## config.mk

```make
export PLATFORM = sky130hd
export DESIGN_NAME = load_sequencer_flat
export DESIGN_NICKNAME = d
export VERILOG_FILES = /design/src/rtl/load_sequencer_pkg.sv /design/src/rtl/load_sequencer_if.sv /design/src/rtl/load_sequencer_fifo.sv /design/src/rtl/load_sequencer.sv /design/src/flat_wrapper.sv
export SDC_FILE = /design/constraint.sdc
export NUM_CORES = 1
export LEC_CHECK = 0
export CAP_MARGIN = 20
export CELL_PAD_IN_SITES_DETAIL_PLACEMENT = 1
export CELL_PAD_IN_SITES_GLOBAL_PLACEMENT = 2
export CORE_ASPECT_RATIO = 0.6
export CORE_UTILIZATION = 38
export DETAILED_ROUTE_END_ITERATION = 7
export PLACE_DENSITY = 0.86
export SLEW_MARGIN = 25
export SYNTH_ARGS = -nofsm -noshare
export SYNTH_HDL_FRONTEND = slang
export SYNTH_SLANG_ARGS = --single-unit
export TNS_END_PERCENT = 1
```

## constraint.sdc

```tcl
create_clock -name clk -period 5.83 [get_ports clk]
set_input_delay 1.166 -clock clk [delete_from_list [all_inputs] [get_ports clk]]
set_output_delay 1.166 -clock clk [all_outputs]
set_load 0.01 [all_outputs]
```

## src/rtl/load_sequencer_pkg.sv

```systemverilog
// Shared types and default constants for the load sequencer slice.
package load_seq_pkg;

    localparam int LOAD_SEQ_DATA_W = 4;
    localparam int LOAD_SEQ_DEPTH  = 4;
    localparam logic [LOAD_SEQ_DATA_W-1:0] LOAD_SEQ_TERM_VAL = 4'hF;

    typedef enum logic [1:0] {
        IDLE  = 2'd0,
        ARMED = 2'd1,
        FIRE  = 2'd2
    } load_seq_state_e;

    // Issue is allowed in free mode, or in sync mode when the count sits at the terminal value.
    function automatic logic fire_ok(input logic sync_mode,
                                     input logic [LOAD_SEQ_DATA_W-1:0] count,
                                     input logic [LOAD_SEQ_DATA_W-1:0] term);
        return (!sync_mode) | (count == term);
    endfunction

endpackage

```

## src/rtl/load_sequencer_if.sv

```systemverilog
// Valid/ready request channel carrying reload values into the load sequencer.
interface load_sequencer_if #(
    parameter int DATA_W = 4
);
    logic              req_valid_i;
    logic [DATA_W-1:0] req_val_i;
    logic              req_ready_o;

    modport master (output req_valid_i, output req_val_i, input  req_ready_o);
    modport slave  (input  req_valid_i, input  req_val_i, output req_ready_o);
endinterface

```

## src/rtl/load_sequencer_fifo.sv

```systemverilog
// Synchronous FIFO holding queued reload values; occupancy is a register.
module load_seq_fifo #(
    parameter int DATA_W = 4,
    parameter int DEPTH  = 4,
    parameter int PW     = $clog2(DEPTH),
    parameter int CW     = $clog2(DEPTH + 1)
) (
    input  logic              clk,
    input  logic              reset,
    input  logic              clear,
    input  logic              push,
    input  logic [DATA_W-1:0] push_data,
    input  logic              pop,
    output logic [DATA_W-1:0] pop_data,
    output logic              full,
    output logic              empty,
    output logic [CW-1:0]     count
);

    logic [DATA_W-1:0] mem_r [DEPTH];
    logic [PW-1:0]     wr_ptr_r;
    logic [PW-1:0]     rd_ptr_r;
    logic [CW-1:0]     count_r;

    assign pop_data = mem_r[rd_ptr_r];
    assign full     = (count_r == CW'(DEPTH));
    assign empty    = (count_r == '0);
    assign count    = count_r;

    // Storage write; the caller guarantees no push while full.
    always_ff @(posedge clk) begin
        if (push) begin
            mem_r[wr_ptr_r] <= push_data;
        end
    end

    // Pointer and occupancy bookkeeping; pointers wrap naturally for a power-of-two depth.
    always_ff @(posedge clk) begin
        if (!reset || clear) begin
            wr_ptr_r <= '0;
            rd_ptr_r <= '0;
            count_r  <= '0;
        end else begin
            if (push) begin
                wr_ptr_r <= wr_ptr_r + PW'(1);
            end
            if (pop) begin
                rd_ptr_r <= rd_ptr_r + PW'(1);
            end
            case ({push, pop})
                2'b10:   count_r <= count_r + CW'(1);
                2'b01:   count_r <= count_r - CW'(1);
                default: count_r <= count_r;
            endcase
        end
    end

endmodule

```

## src/rtl/load_sequencer.sv

```systemverilog
// Load sequencer: queues reload values and pulses them into a loadable counter,
// either as soon as possible or aligned to the counter's terminal value.
// Optional build macro LOAD_SEQ_FLUSH_EN adds a flush_i input that empties the queue.
module load_sequencer
    import load_seq_pkg::*;
#(
    parameter int DATA_W = LOAD_SEQ_DATA_W,
    parameter int DEPTH  = LOAD_SEQ_DEPTH,
    parameter logic [DATA_W-1:0] TERM_VAL = LOAD_SEQ_TERM_VAL
) (
    input  logic                       clk,
    input  logic                       reset,
    load_sequencer_if.slave            req,
    input  logic                       sync_mode_i,
    input  logic [DATA_W-1:0]          count_i,
`ifdef LOAD_SEQ_FLUSH_EN
    input  logic                       flush_i,
`endif
    output logic                       load_o,
    output logic [DATA_W-1:0]          load_val_o,
    output logic [$clog2(DEPTH+1)-1:0] pending_o
);

    load_seq_state_e   state_r;
    logic              flush_s;
    logic              push_s;
    logic              pop_s;
    logic              fire_s;
    logic              full_s;
    logic              empty_s;
    logic [DATA_W-1:0] head_s;

`ifdef LOAD_SEQ_FLUSH_EN
    assign flush_s = flush_i;
`else
    assign flush_s = 1'b0;
`endif

    // Ready comes from registered occupancy only, so a same-cycle pop never frees a slot early.
    assign req.req_ready_o = reset & !full_s;
    assign push_s = req.req_valid_i & req.req_ready_o & !flush_s;
    assign fire_s = fire_ok(sync_mode_i, count_i, TERM_VAL);
    assign pop_s  = (state_r == ARMED) & fire_s & !flush_s;

    load_seq_fifo #(
        .DATA_W (DATA_W),
        .DEPTH  (DEPTH)
    ) u_fifo (
        .clk       (clk),
        .reset     (reset),
        .clear     (flush_s),
        .push      (push_s),
        .push_data (req.req_val_i),
        .pop       (pop_s),
        .pop_data  (head_s),
        .full      (full_s),
        .empty     (empty_s),
        .count     (pending_o)
    );

    // Issue FSM with registered load pulse; FIRE always returns through ARMED or IDLE,
    // which keeps pulses at least two cycles apart so the counter absorbs each load.
    always_ff @(posedge clk) begin
        if (!reset) begin
            state_r    <= IDLE;
            load_o     <= 1'b0;
            load_val_o <= '0;
        end else if (flush_s) begin
            state_r <= IDLE;
            load_o  <= 1'b0;
        end else begin
            case (state_r)
                IDLE: begin
                    load_o <= 1'b0;
                    if (push_s || !empty_s) begin
                        state_r <= ARMED;
                    end else begin
                        state_r <= IDLE;
                    end
                end
                ARMED: begin
                    if (fire_s) begin
                        state_r    <= FIRE;
                        load_o     <= 1'b1;
                        load_val_o <= head_s;
                    end else begin
                        state_r <= ARMED;
                        load_o  <= 1'b0;
                    end
                end
                FIRE: begin
                    load_o <= 1'b0;
                    if (push_s || !empty_s) begin
                        state_r <= ARMED;
                    end else begin
                        state_r <= IDLE;
                    end
                end
                default: begin
                    state_r <= IDLE;
                    load_o  <= 1'b0;
                end
            endcase
        end
    end

endmodule

```

## src/flat_wrapper.sv

```systemverilog
// flat-port wrapper written by rule: the top's interface ports become plain ports
module load_sequencer_flat import load_seq_pkg::*;
#(
    parameter int DATA_W = LOAD_SEQ_DATA_W,
    parameter int DEPTH  = LOAD_SEQ_DEPTH,
    parameter logic [DATA_W-1:0] TERM_VAL = LOAD_SEQ_TERM_VAL
)
  (clk, reset, sync_mode_i, count_i, load_o, load_val_o, pending_o, req_req_valid_i, req_req_val_i, req_req_ready_o);
  load_sequencer_if #(.DATA_W(DATA_W)) req_i ();
  input  logic clk;
  input  logic reset;
  input  logic sync_mode_i;
  input  logic [DATA_W-1:0] count_i;
  output logic load_o;
  output logic [DATA_W-1:0] load_val_o;
  output logic [$clog2(DEPTH+1)-1:0] pending_o;
  input wire logic [$bits(req_i.req_valid_i)-1:0] req_req_valid_i;
  input wire logic [$bits(req_i.req_val_i)-1:0] req_req_val_i;
  output wire logic [$bits(req_i.req_ready_o)-1:0] req_req_ready_o;
  assign req_i.req_valid_i = req_req_valid_i;
  assign req_i.req_val_i = req_req_val_i;
  assign req_req_ready_o = req_i.req_ready_o;
  load_sequencer #(.DATA_W(DATA_W), .DEPTH(DEPTH), .TERM_VAL(TERM_VAL)) u_core (.clk(clk), .reset(reset), .req(req_i), .sync_mode_i(sync_mode_i), .count_i(count_i), .load_o(load_o), .load_val_o(load_val_o), .pending_o(pending_o));
endmodule
```

==> key figures <==
Final layout
  • Cell area after layout: roughly 1700 um2
  • Most frequent cells in the layout: clkdlybuf4s50_1 (20), edfxtp_1 (16), dfxtp_1 (14), nand3_1 (8)
  • P&R area growth vs syn: 23.8%
  • Fin nets: 143
  • Antenna cells: 0
  • Share of layout cells above drive strength 1: 0.111
  • Non-filler cells in the finished layout: 171
  • Commonest non-fill, non-tap cell in the layout: clkdlybuf4s50_1

Timing
  • Final Skew: 0.00235 ns
  • Tightest Pin Transition: 0.760 ns
  • Final setup viols: 0
  • Hold Fails Final Rpt: 0
  • Final Max Slew Viols: 0
  • Minimum clock period: ~4 ns
  • Rel. slew slack: 0.492
  • RSZ-0062 raised after global routing: no
  • Final hold slack: 0.504 ns
  • Max Freq: between 200 and 250 MHz
  • Tcrit/Tclk final: 0.700
  • Worst setup slack after layout: 1.75 ns
  • Setup TNS: 0 ns

Route
  • Avg Vias per Cell: 5.19
  • Antenna-violating nets left: 0
  • Vias post-DR: 888
  • DR pass1 iterations: 4
  • # DRC: 0
  • Post-DR wirelength/cell: ~16 um
  • Final WL: approximately 2700 um
  • Initial DRC count: 45

Clocking
  • Cts-stage hold buffer count: 0
  • Worst skew pair latency: 0.28 ns
  • Clk slew on worst S/H paths: 0.06 ns
  • Clock Path Buffers: 2
  • Post_cts resized: 0
  • Cts bufs inserted: 5
  • Post-CTS Setup Bufs: 0
  • TritonCTS clock tree: yes
  • TritonCTS sink count: 30
  • Root buffer selected by CTS: clkbuf_8
  • Htree depth: 2

Worst hold path
  • Worst hold path depth: 2
  • Hold Crit Class: flip-flop to flip-flop
  • Min-Delay Endpoint: u_core.load_val_o[3]
  • Hold wc startpoint: u_core.load_val_o[3]

Critical path
  • R2R cell count: 7
  • Arrival time worst endpoint: 2.91 ns
  • Worst Setup End Kind: output port
  • Required @ worst endpoint: 4.66 ns
  • R2R Setup Slk: 3.61 ns
  • Worst-path fanout max: 23
  • Worst setup SP type: input pin
  • Critical path class: input pin to output port
  • Crit Reg-Reg Startpoint: u_core.u_fifo.count[0]
  • Reg-to-reg critical path endpoint: u_core.u_fifo.count[2]
  • Setup crit start: reset

Floorplanning
  • Ports: 21
  • Starting Density: 0.405
  • Die Wd: 78.6 um
  • Core Region: 3300 um2
  • Die H: 47.9 um
  • DIE AREA: 3770 um2
  • Row count: 16

Place
  • IO buf count: 20
  • DP HPWL: 2000 um
  • Setup Slack @ Placement: between 1.5 and 2 ns
  • Routability Congestion: 0.706
  • Placed cells: 163
  • Placed Area: ~1600 um2

GRT
  • Vias in the first global route: 894
  • GR met3 Demand/Resource: 0.0476
  • Total grt overflow: 0
  • Largest net degree at the start of global routing: 24
  • Initial antenna violation count: 0
  • Met2 Use GR: 0.280
  • Gr busiest metal: met2
  • GR Util All Layers: 0.168
  • Met1 global-route usage: 0.208
  • First-pass GRT wire length: 4390 um

Power and ir drop
  • Leak: 0.588 nW
  • Worst VDD drop: 0.122 mV
  • Power density cells: ~300 nW/um2

Synth
  • FF+latch count, synth: 30
  • Synthesized Nets: 119
  • Synthesized area: 1340 um2
  • Post-synthesis sequential area ratio: 0.569
  • Syn Inst Count: around 100
  • Post-synth cell types: 29
  • Syn. warnings: 0
  • Mean Syn Cell Area: 13.2 um2

Flow run
  • MaxCap Viol Count: 0

Outcome
  • Result of the run: complete, no violations
worst max-delay path by stage:
| stage | endpoint |
|---|---|
| finish | req_req_ready_o |
| global route | req_req_ready_o |
| CTS | req_req_ready_o |
| detailed placement | req_req_ready_o |
| global placement | req_req_ready_o |
| floorplan | u_core.u_fifo.count[2] |
metal layers:
layer / vias to the layer above / share of wire
li1: 422 / -
met3: 5 / 0.047
met1: 439 / 0.46
met2: 22 / 0.48
met4: 0 / 0.013
met5: - / 0
final cells by class:
cell class	instances	area, um2
Sequential cell	30	761
Multi-Input combinational cell	61	526
Tap cell	45	56.3
Timing Repair Buffer	20	200
Fill cell	349	1650
Clock buffer	5	68.8
Inverter	7	26.3
Clock inverter	3	16.3
cells in the mapped netlist:
library cell | count | area share
and2_1 | 7 | 0.033
a21oi_2 | 1 | 0.0066
buf_6 | 1 | 0.0084
a211oi_1 | 1 | 0.0056
a21boi_0 | 1 | 0.0056
nand3_1 | 8 | 0.030
nor2b_1 | 1 | 0.0047
ha_1 | 5 | 0.047
nand2_1 | 5 | 0.014
o31ai_1 | 1 | 0.0056
edfxtp_1 | 16 | 0.36
o311a_1 | 2 | 0.015
o31a_1 | 1 | 0.0066
o21ai_0 | 1 | 0.0037
and3b_2 | 1 | 0.0075
nand2b_1 | 2 | 0.0094
inv_1 | 7 | 0.020
o211ai_1 | 4 | 0.022
mux2i_1 | 5 | 0.037
mux4_2 | 4 | 0.067
buf_2 | 1 | 0.0037
buf_4 | 1 | 0.0056
xnor2_1 | 2 | 0.013
fa_1 | 1 | 0.015
nand4_1 | 4 | 0.019
nand4_2 | 1 | 0.0094
and4_1 | 1 | 0.0066
or3_1 | 2 | 0.0094
dfxtp_1 | 14 | 0.21
power by group:
part | leakage [nW] | internal (W) | switching (W) | total [W]
Clock | 0.0416 | 0.0000815 | 0.0000773 | 0.000159
Combinational | 0.286 | 0.0000447 | 0.0000367 | 0.0000814
Sequential | 0.260 | 0.000239 | 0.0000175 | 0.000257
worst max-delay path: stages:
cell,delay (ns)
clkdlybuf4s50_1,0.96
o31a_1,0.24
clkdlybuf4s50_1,0.54
sequential cells by signal, summed over array words and instances, names as in the netlist:
name                    count
u_core.load_o               1
u_core.u_fifo.wr_ptr_r      2
u_core.u_fifo.rd_ptr_r      2
u_core.u_fifo.mem_r        16
u_core.state_r              2
u_core.load_val_o           4
u_core.u_fifo.count         3
logic make-up (layout without fill, tap and decap cells):
| logic type | count (synthesis) | count (layout) | share of synthesized area |
|---|---|---|---|
| adder cells (fa/ha/maj) | 6 | 6 | 0.0618 |
| flip-flops | 30 | 30 | 0.569 |
| AND/OR/NAND/NOR | 32 | 32 | 0.142 |
| multiplexers | 9 | 9 | 0.105 |
| buffers and inverters | 10 | 35 | 0.0375 |
| XOR/XNOR | 2 | 2 | 0.0131 |
| AO/OA/AOI/OAI | 12 | 12 | 0.0712 |
stage by stage:
stage | util | total power [W]
floorplan | - | 0.000306
global placement | 0.475 | 0.000339
detailed placement | 0.475 | 0.000344
CTS | 0.501 | 0.000504
global route | 0.501 | 0.000524
finish | 0.501 | 0.000497
No activity file was read; power rests on OpenSTA's default activity.
==> edit 1: new RTL, same settings <==
Reset style: asynchronous (`reset`), changed in one clocked block.
--- a/src/rtl/load_sequencer.sv
+++ b/src/rtl/load_sequencer.sv
@@ -60,7 +60,7 @@
 
     // Issue FSM with registered load pulse; FIRE always returns through ARMED or IDLE,
     // which keeps pulses at least two cycles apart so the counter absorbs each load.
-    always_ff @(posedge clk) begin
+    always_ff @(posedge clk or negedge reset) begin
         if (!reset) begin
             state_r    <= IDLE;
             load_o     <= 1'b0;
Function: differs if reset is asserted again (counterexample within 4 cycles, from zero or initial values and one cycle with reset low); with reset held inactive, the same outputs for 10 cycles.
==> edit 1 against the unedited design <==
  * Via count fell by 16%
  * Highest routed layer unchanged
  * Wire length fell by 7.4%
  * Synthesized area fell by 3.7%
  * Worst setup slack improved by 0.21 ns
  * Largest cell class unchanged
  * Sequential share of layout area rose by 1.3 points
  * Final area fell by 1.4%
  * Sequential cell count fell by 1
  * Critical endpoint unchanged
Power is not compared: it rests on default switching activity, and its combinational part moved more than twofold at a synthesized area within 25%.
==> edit 1: results (changes against the unedited design) <==
Status
  • Status: finished, final reports clean (unchanged)

Global routing
  • Vias in the first global route: 800 (was 894)
  • Largest net degree at the start of global routing: 14 (was 24)
  • All-Layer GR Usage: 0.1647 (was 0.1681)
  • First-pass GRT wire length: 4098 um (was 4388 um)

CTS
  • Num CTS Buffers: 5 (unchanged)
  • Postcts setup bufs: 0 (unchanged)
  • Root Driver: clkbuf_8 (unchanged)
  • CTS Buffer Depth: 2 (unchanged)
  • Worst-Skew Late Latency: 0.28 ns (about the same)
  • PostCTS Resize Cnt: 0 (unchanged)
  • Htree depth: 2 (unchanged)

Yosys
  • Post-Syn Nets: 103 (was 119)
  • Share of flip-flops with an asynchronous set or reset: 0.2069 (was 0)
  • EDFF count, synth: 16 (unchanged)
  • Ys Warns: 0 (unchanged)
  • Top cells by count, synth: 16 x edfxtp_1, 7 x dfxtp_1, 6 x dfrtp_1 (was 16 x edfxtp_1, 14 x dfxtp_1, 8 x nand3_1)
  • Sequential area share after synthesis: 0.5986 (was 0.5693)
  • Syn Inst Count: 85 (was 101)
  • Top area cells in the synthesized netlist: edfxtp_1 37%, dfrtp_1 12%, dfxtp_1 11% (was edfxtp_1 36%, dfxtp_1 21%, mux4_2 6.7%)
  • Count of cell types in the netlist: 32 (was 29)

Die
  • Row count: 15 (was 16)

Layout
  • Largest reg by FF count: u_core.u_fifo.mem_r (unchanged)
  • FILL cells: 309 (was 349)
  • Max reg flops: 16 (unchanged)
  • Nets@finish: 127 (was 143)
  • Layout cell share with drive strength beyond 1: 0.2182 (was 0.1111)

Placement
  • DP HPWL: 1872 um (was 1996 um)
  • Port bufs: 20 (unchanged)
  • Gpl congestion: 0.7319 (was 0.7064)
  • Placed cell count: 144 (was 163)

Detailed routing
  • Wl on met1: 1253 um (was 1252 um)
  • Routed vias/inst: 4.928 (was 5.193)
  • Met3 WL: 168 um (was 126 um)
  • Initial DRC count: 36 (was 45)
  • DRT Pass-1 Iters: 4 (unchanged)
  • Highest metal used: met4 (unchanged)
  • DR WL/cell: 16.48 um (was 15.82 um)
  • Met2 wire length: 1054 um (was 1290 um)
  • Routed Wire Length: 2505 um (was 2706 um)

Power and ir drop
  • Pleak: 0.6126 nW
  • Peak supply drop: 184.0 uV

Worst setup path
  • CP top delay family: buffers and inverters (unchanged)
  • Critical path arrival: 2.70 ns (was 2.91 ns)
  • CP max FO: 13 (was 23)
  • Slowest stage delay, CP: 0.77 ns (was 0.96 ns)

STA
  • Clock Skews: 0.009432 ns (was 0.002351 ns)
  • Slew @ Worst Pin: 0.4761 ns (was 0.7598 ns)

Min path
  • Min-Delay Path Class: reg -> reg (unchanged)
==> edit 1: cell types whose count changed after synthesis, moves of 3 or more <==
cell / unedited run / this run
dfxtp_1: 14 / 7
and2_1: 7 / 1
o211ai_1: 4 / 0
dfrtp_1: 0 / 6
mux2_4: 0 / 4
nand3_1: 8 / 2
and3_2: 0 / 4
nand4_1: 4 / 1
==> edit 1: area by class of cell <==
type / count / area (um2) / area share
well taps: 42 / 52.55 / 0.03223
flip-flops and latches: 29 / 770.7 / 0.4728
clock buffers: 7 / 86.33 / 0.05295
repair buffers: 20 / 200.2 / 0.1228
multi-input cells: 48 / 471.7 / 0.2893
clock inverters: 1 / 30.03 / 0.01842
inverters: 5 / 18.77 / 0.01151
==> edit 1: worst paths after layout <==
path	from	endpoint	slack [ns]	cells after the start
setup / recovery	reset	req_req_ready_o	1.97	3
hold / removal	u_core.state_r[0]$_DFF_PN0_	u_core.state_r[0]$_DFF_PN0_	0.46	1
setup reg to reg	u_core.u_fifo.count[0]$_SDFFE_PN0P_	u_core.u_fifo.count[2]$_SDFFE_PN0P_	3.48	8
hold reg to reg	u_core.state_r[0]$_DFF_PN0_	u_core.state_r[0]$_DFF_PN0_	0.46	1
max in group asynchronous	reset	u_core.load_val_o[2]$_DFFE_PN0P_	4.30	1
min in group asynchronous	reset	u_core.load_val_o[3]$_DFFE_PN0P_	1.21	1
==> edit 1: per-stage QoR <==
step	worst slack, ns	instance area [um2]	utilization
final	1.965	1630	0.5362
after global placement	1.960	1514	0.4979
after global routing	1.857	1630	0.5362
after CTS	1.952	1630	0.5362
after detailed placement	1.921	1514	0.4979
after floorplan	2.839	1287	-
==> edit 1: cells by family after synthesis <==
family                   synth area share
multiplexers                       0.1399
AND/OR/NAND/NOR                   0.09817
buffers and inverters             0.03498
AO/OA/AOI/OAI                     0.05054
XOR/XNOR                          0.01361
adder cells (fa/ha/maj)           0.06414
flip-flops                         0.5986
==> edit 1: layer usage <==
metal	vias up	global-route usage
li1	360	-
met1	366	0.2160
met2	18	0.2442
met3	5	0.06602
met4	0	0.07925
met5	-	0
==> edit 1: where the power goes <==
group / switching (mW) / leakage [nW] / total [mW] / internal [mW]
Sequential: 0.0324 / 0.275 / 0.285 / 0.252
Combinational: 0.0750 / 0.279 / 0.189 / 0.114
Clock: 0.0745 / 0.0585 / 0.214 / 0.139
Total: 0.182 / 0.613 / 0.687 / 0.505
==> edit 2: new RTL, config.mk and constraints unchanged <==
Without the edit above. `LOAD_SEQ_DATA_W`: 4 -> 6.
--- a/src/rtl/load_sequencer_pkg.sv
+++ b/src/rtl/load_sequencer_pkg.sv
@@ -1,7 +1,7 @@
 // Shared types and default constants for the load sequencer slice.
 package load_seq_pkg;
 
-    localparam int LOAD_SEQ_DATA_W = 4;
+    localparam int LOAD_SEQ_DATA_W = 6;
     localparam int LOAD_SEQ_DEPTH  = 4;
     localparam logic [LOAD_SEQ_DATA_W-1:0] LOAD_SEQ_TERM_VAL = 4'hF;
 
Ports: changed (resized count_i, load_val_o and req_req_val_i); port bits go from 21 to 27. The function was not compared with the original's and may differ.
==> edit 2 against the unedited design <==
  * Wire length is 15% higher
  * Maximum frequency is 11% higher
  * Global-route usage is 0.90 points lower
  * Non-clock buffer count is 6 higher
  * Power is 19% higher
  * Utilization is 0.68 points lower
  * Critical path depth is 1 higher
  * Clock power is 9% higher
  * Worst setup slack better by 0.40 ns
  * Final area is 23% higher
  * Count of clock-buffer cells in the layout is 2 higher
  * Synthesized area is 23% higher
  * Via count is 8.4% higher
  * Sequential cell count is 10 higher
  * Largest cell class unchanged
  * Largest power group unchanged
==> edit 2: results (changes against the unedited design) <==
Status
  • Status: finished, final reports clean (unchanged)

Global routing
  • GR Util met2: 0.2664 (was 0.2800)
  • Vias in the first global route: 1013 (was 894)
  • Largest net degree at the start of global routing: 19 (was 24)
  • All-Layer GR Usage: 0.1591 (was 0.1681)
  • First-pass GRT wire length: 5043 um (was 4388 um)
  • Met1 GRT Util: 0.1976 (was 0.2083)
  • Met3 usage: 0.05148 (was 0.04762)

Placement
  • Placed cell count: 197 (was 163)
  • DP HPWL: 2227 um (was 1996 um)
  • Post-place setup slack: 2.063 ns (was 1.751 ns)
  • Gpl congestion: 0.7036 (was 0.7064)
  • Port bufs: 26 (was 20)

STA
  • Slew @ Worst Pin: 0.8056 ns (was 0.7598 ns)

Detailed routing
  • Met2 wire length: 1465 um (was 1290 um)
  • Vias: 963 (was 888)
  • DR WL/cell: 15.22 um (was 15.82 um)
  • Initial DRC count: 44 (was 45)
  • Wl on met1: 1508 um (was 1252 um)
  • Met3 WL: 117 um (was 126 um)
  • Routed vias/inst: 4.698 (was 5.193)

Yosys
  • Mux cell area share after synthesis: 0.1185 (was 0.1049)
  • Seq cells post-synth: 40 (was 30)
  • Synth Area in Compound Gates: 0.05315 (was 0.07116)
  • EDFF count, synth: 24 (was 16)
  • Post-synthesis adder-cell area fraction: 0.05011 (was 0.06180)
  • Top cells by count, synth: 24 x edfxtp_1, 16 x dfxtp_1, 14 x nor2_1 (was 16 x edfxtp_1, 14 x dfxtp_1, 8 x nand3_1)
  • XOR/XNOR Fraction of Synth Area: 0.02126 (was 0.01311)
  • Area fraction of the dominant cell type after synthesis: 0.4374 (was 0.3596)
  • Syn Inst Count: 115 (was 101)
  • Sequential area share after synthesis: 0.6317 (was 0.5693)
  • Post-Syn Nets: 137 (was 119)
  • Count of cell types in the netlist: 30 (was 29)

CTS
  • PostCTS Resize Cnt: 0 (unchanged)

Layout
  • Clk cell area share: 0.03995 (was 0.05144)
  • Buffers excl. clock: 26 (was 20)
  • Area occupied by multi-input gates: 533.0 um2 (was 525.5 um2)
  • Sequential cell area share: 0.5114 (was 0.4599)
  • FILL cells: 435 (was 349)
  • Nets@finish: 166 (was 143)
  • Layout cell share with drive strength beyond 1: 0.1379 (was 0.1111)
  • Buffer share of cell area: 0.1278 (was 0.1210)
  • Max reg flops: 24 (was 16)
  • CLK BUF: 7 (was 5)
  • Final instance area: 0.002036 mm2 (was 0.001654 mm2)

Power and ir drop
  • Comb pwr: 0.0881 mW (was 0.0814 mW)
  • Peak supply drop: 161.3 uV (was 122.3 uV)
  • PD cells: 290.6 mW/mm2 (was 300.5 mW/mm2)
  • Int Power: 0.4470 mW (was 0.3656 mW)
  • Pleak: 0.7245 nW (was 0.5881 nW)

Worst setup path
  • Critical path arrival: 2.51 ns (was 2.91 ns)
  • Slowest stage delay, CP: 0.55 ns (was 0.96 ns)

Die
  • Tap Count: 60 (was 45)
## edit 2: cell count changes after synthesis, moves of 3 or more
| cell | delta |
|---|---|
| a21oi_1 | +4 |
| and2_1 | -3 |
| edfxtp_1 | +8 |
| inv_2 | +3 |
| nand2_1 | -3 |
| nand3_1 | -8 |
| nand4_1 | -4 |
| nor2_1 | +14 |
| o211ai_1 | -4 |
## edit 2: path summary, 6_finish.rpt
path	end	start	depth (start not counted)	slack, ns
setup / recovery	req_req_ready_o	reset	4	2.16
hold reg to reg	u_core.load_val_o[4]$_SDFFE_PN0P_	u_core.load_val_o[4]$_SDFFE_PN0P_	2	0.53
setup reg to reg	u_core.u_fifo.count[2]$_SDFFE_PN0P_	u_core.state_r[0]$_SDFF_PN0_	9	3.55
hold / removal	u_core.load_val_o[4]$_SDFFE_PN0P_	u_core.load_val_o[4]$_SDFFE_PN0P_	2	0.53
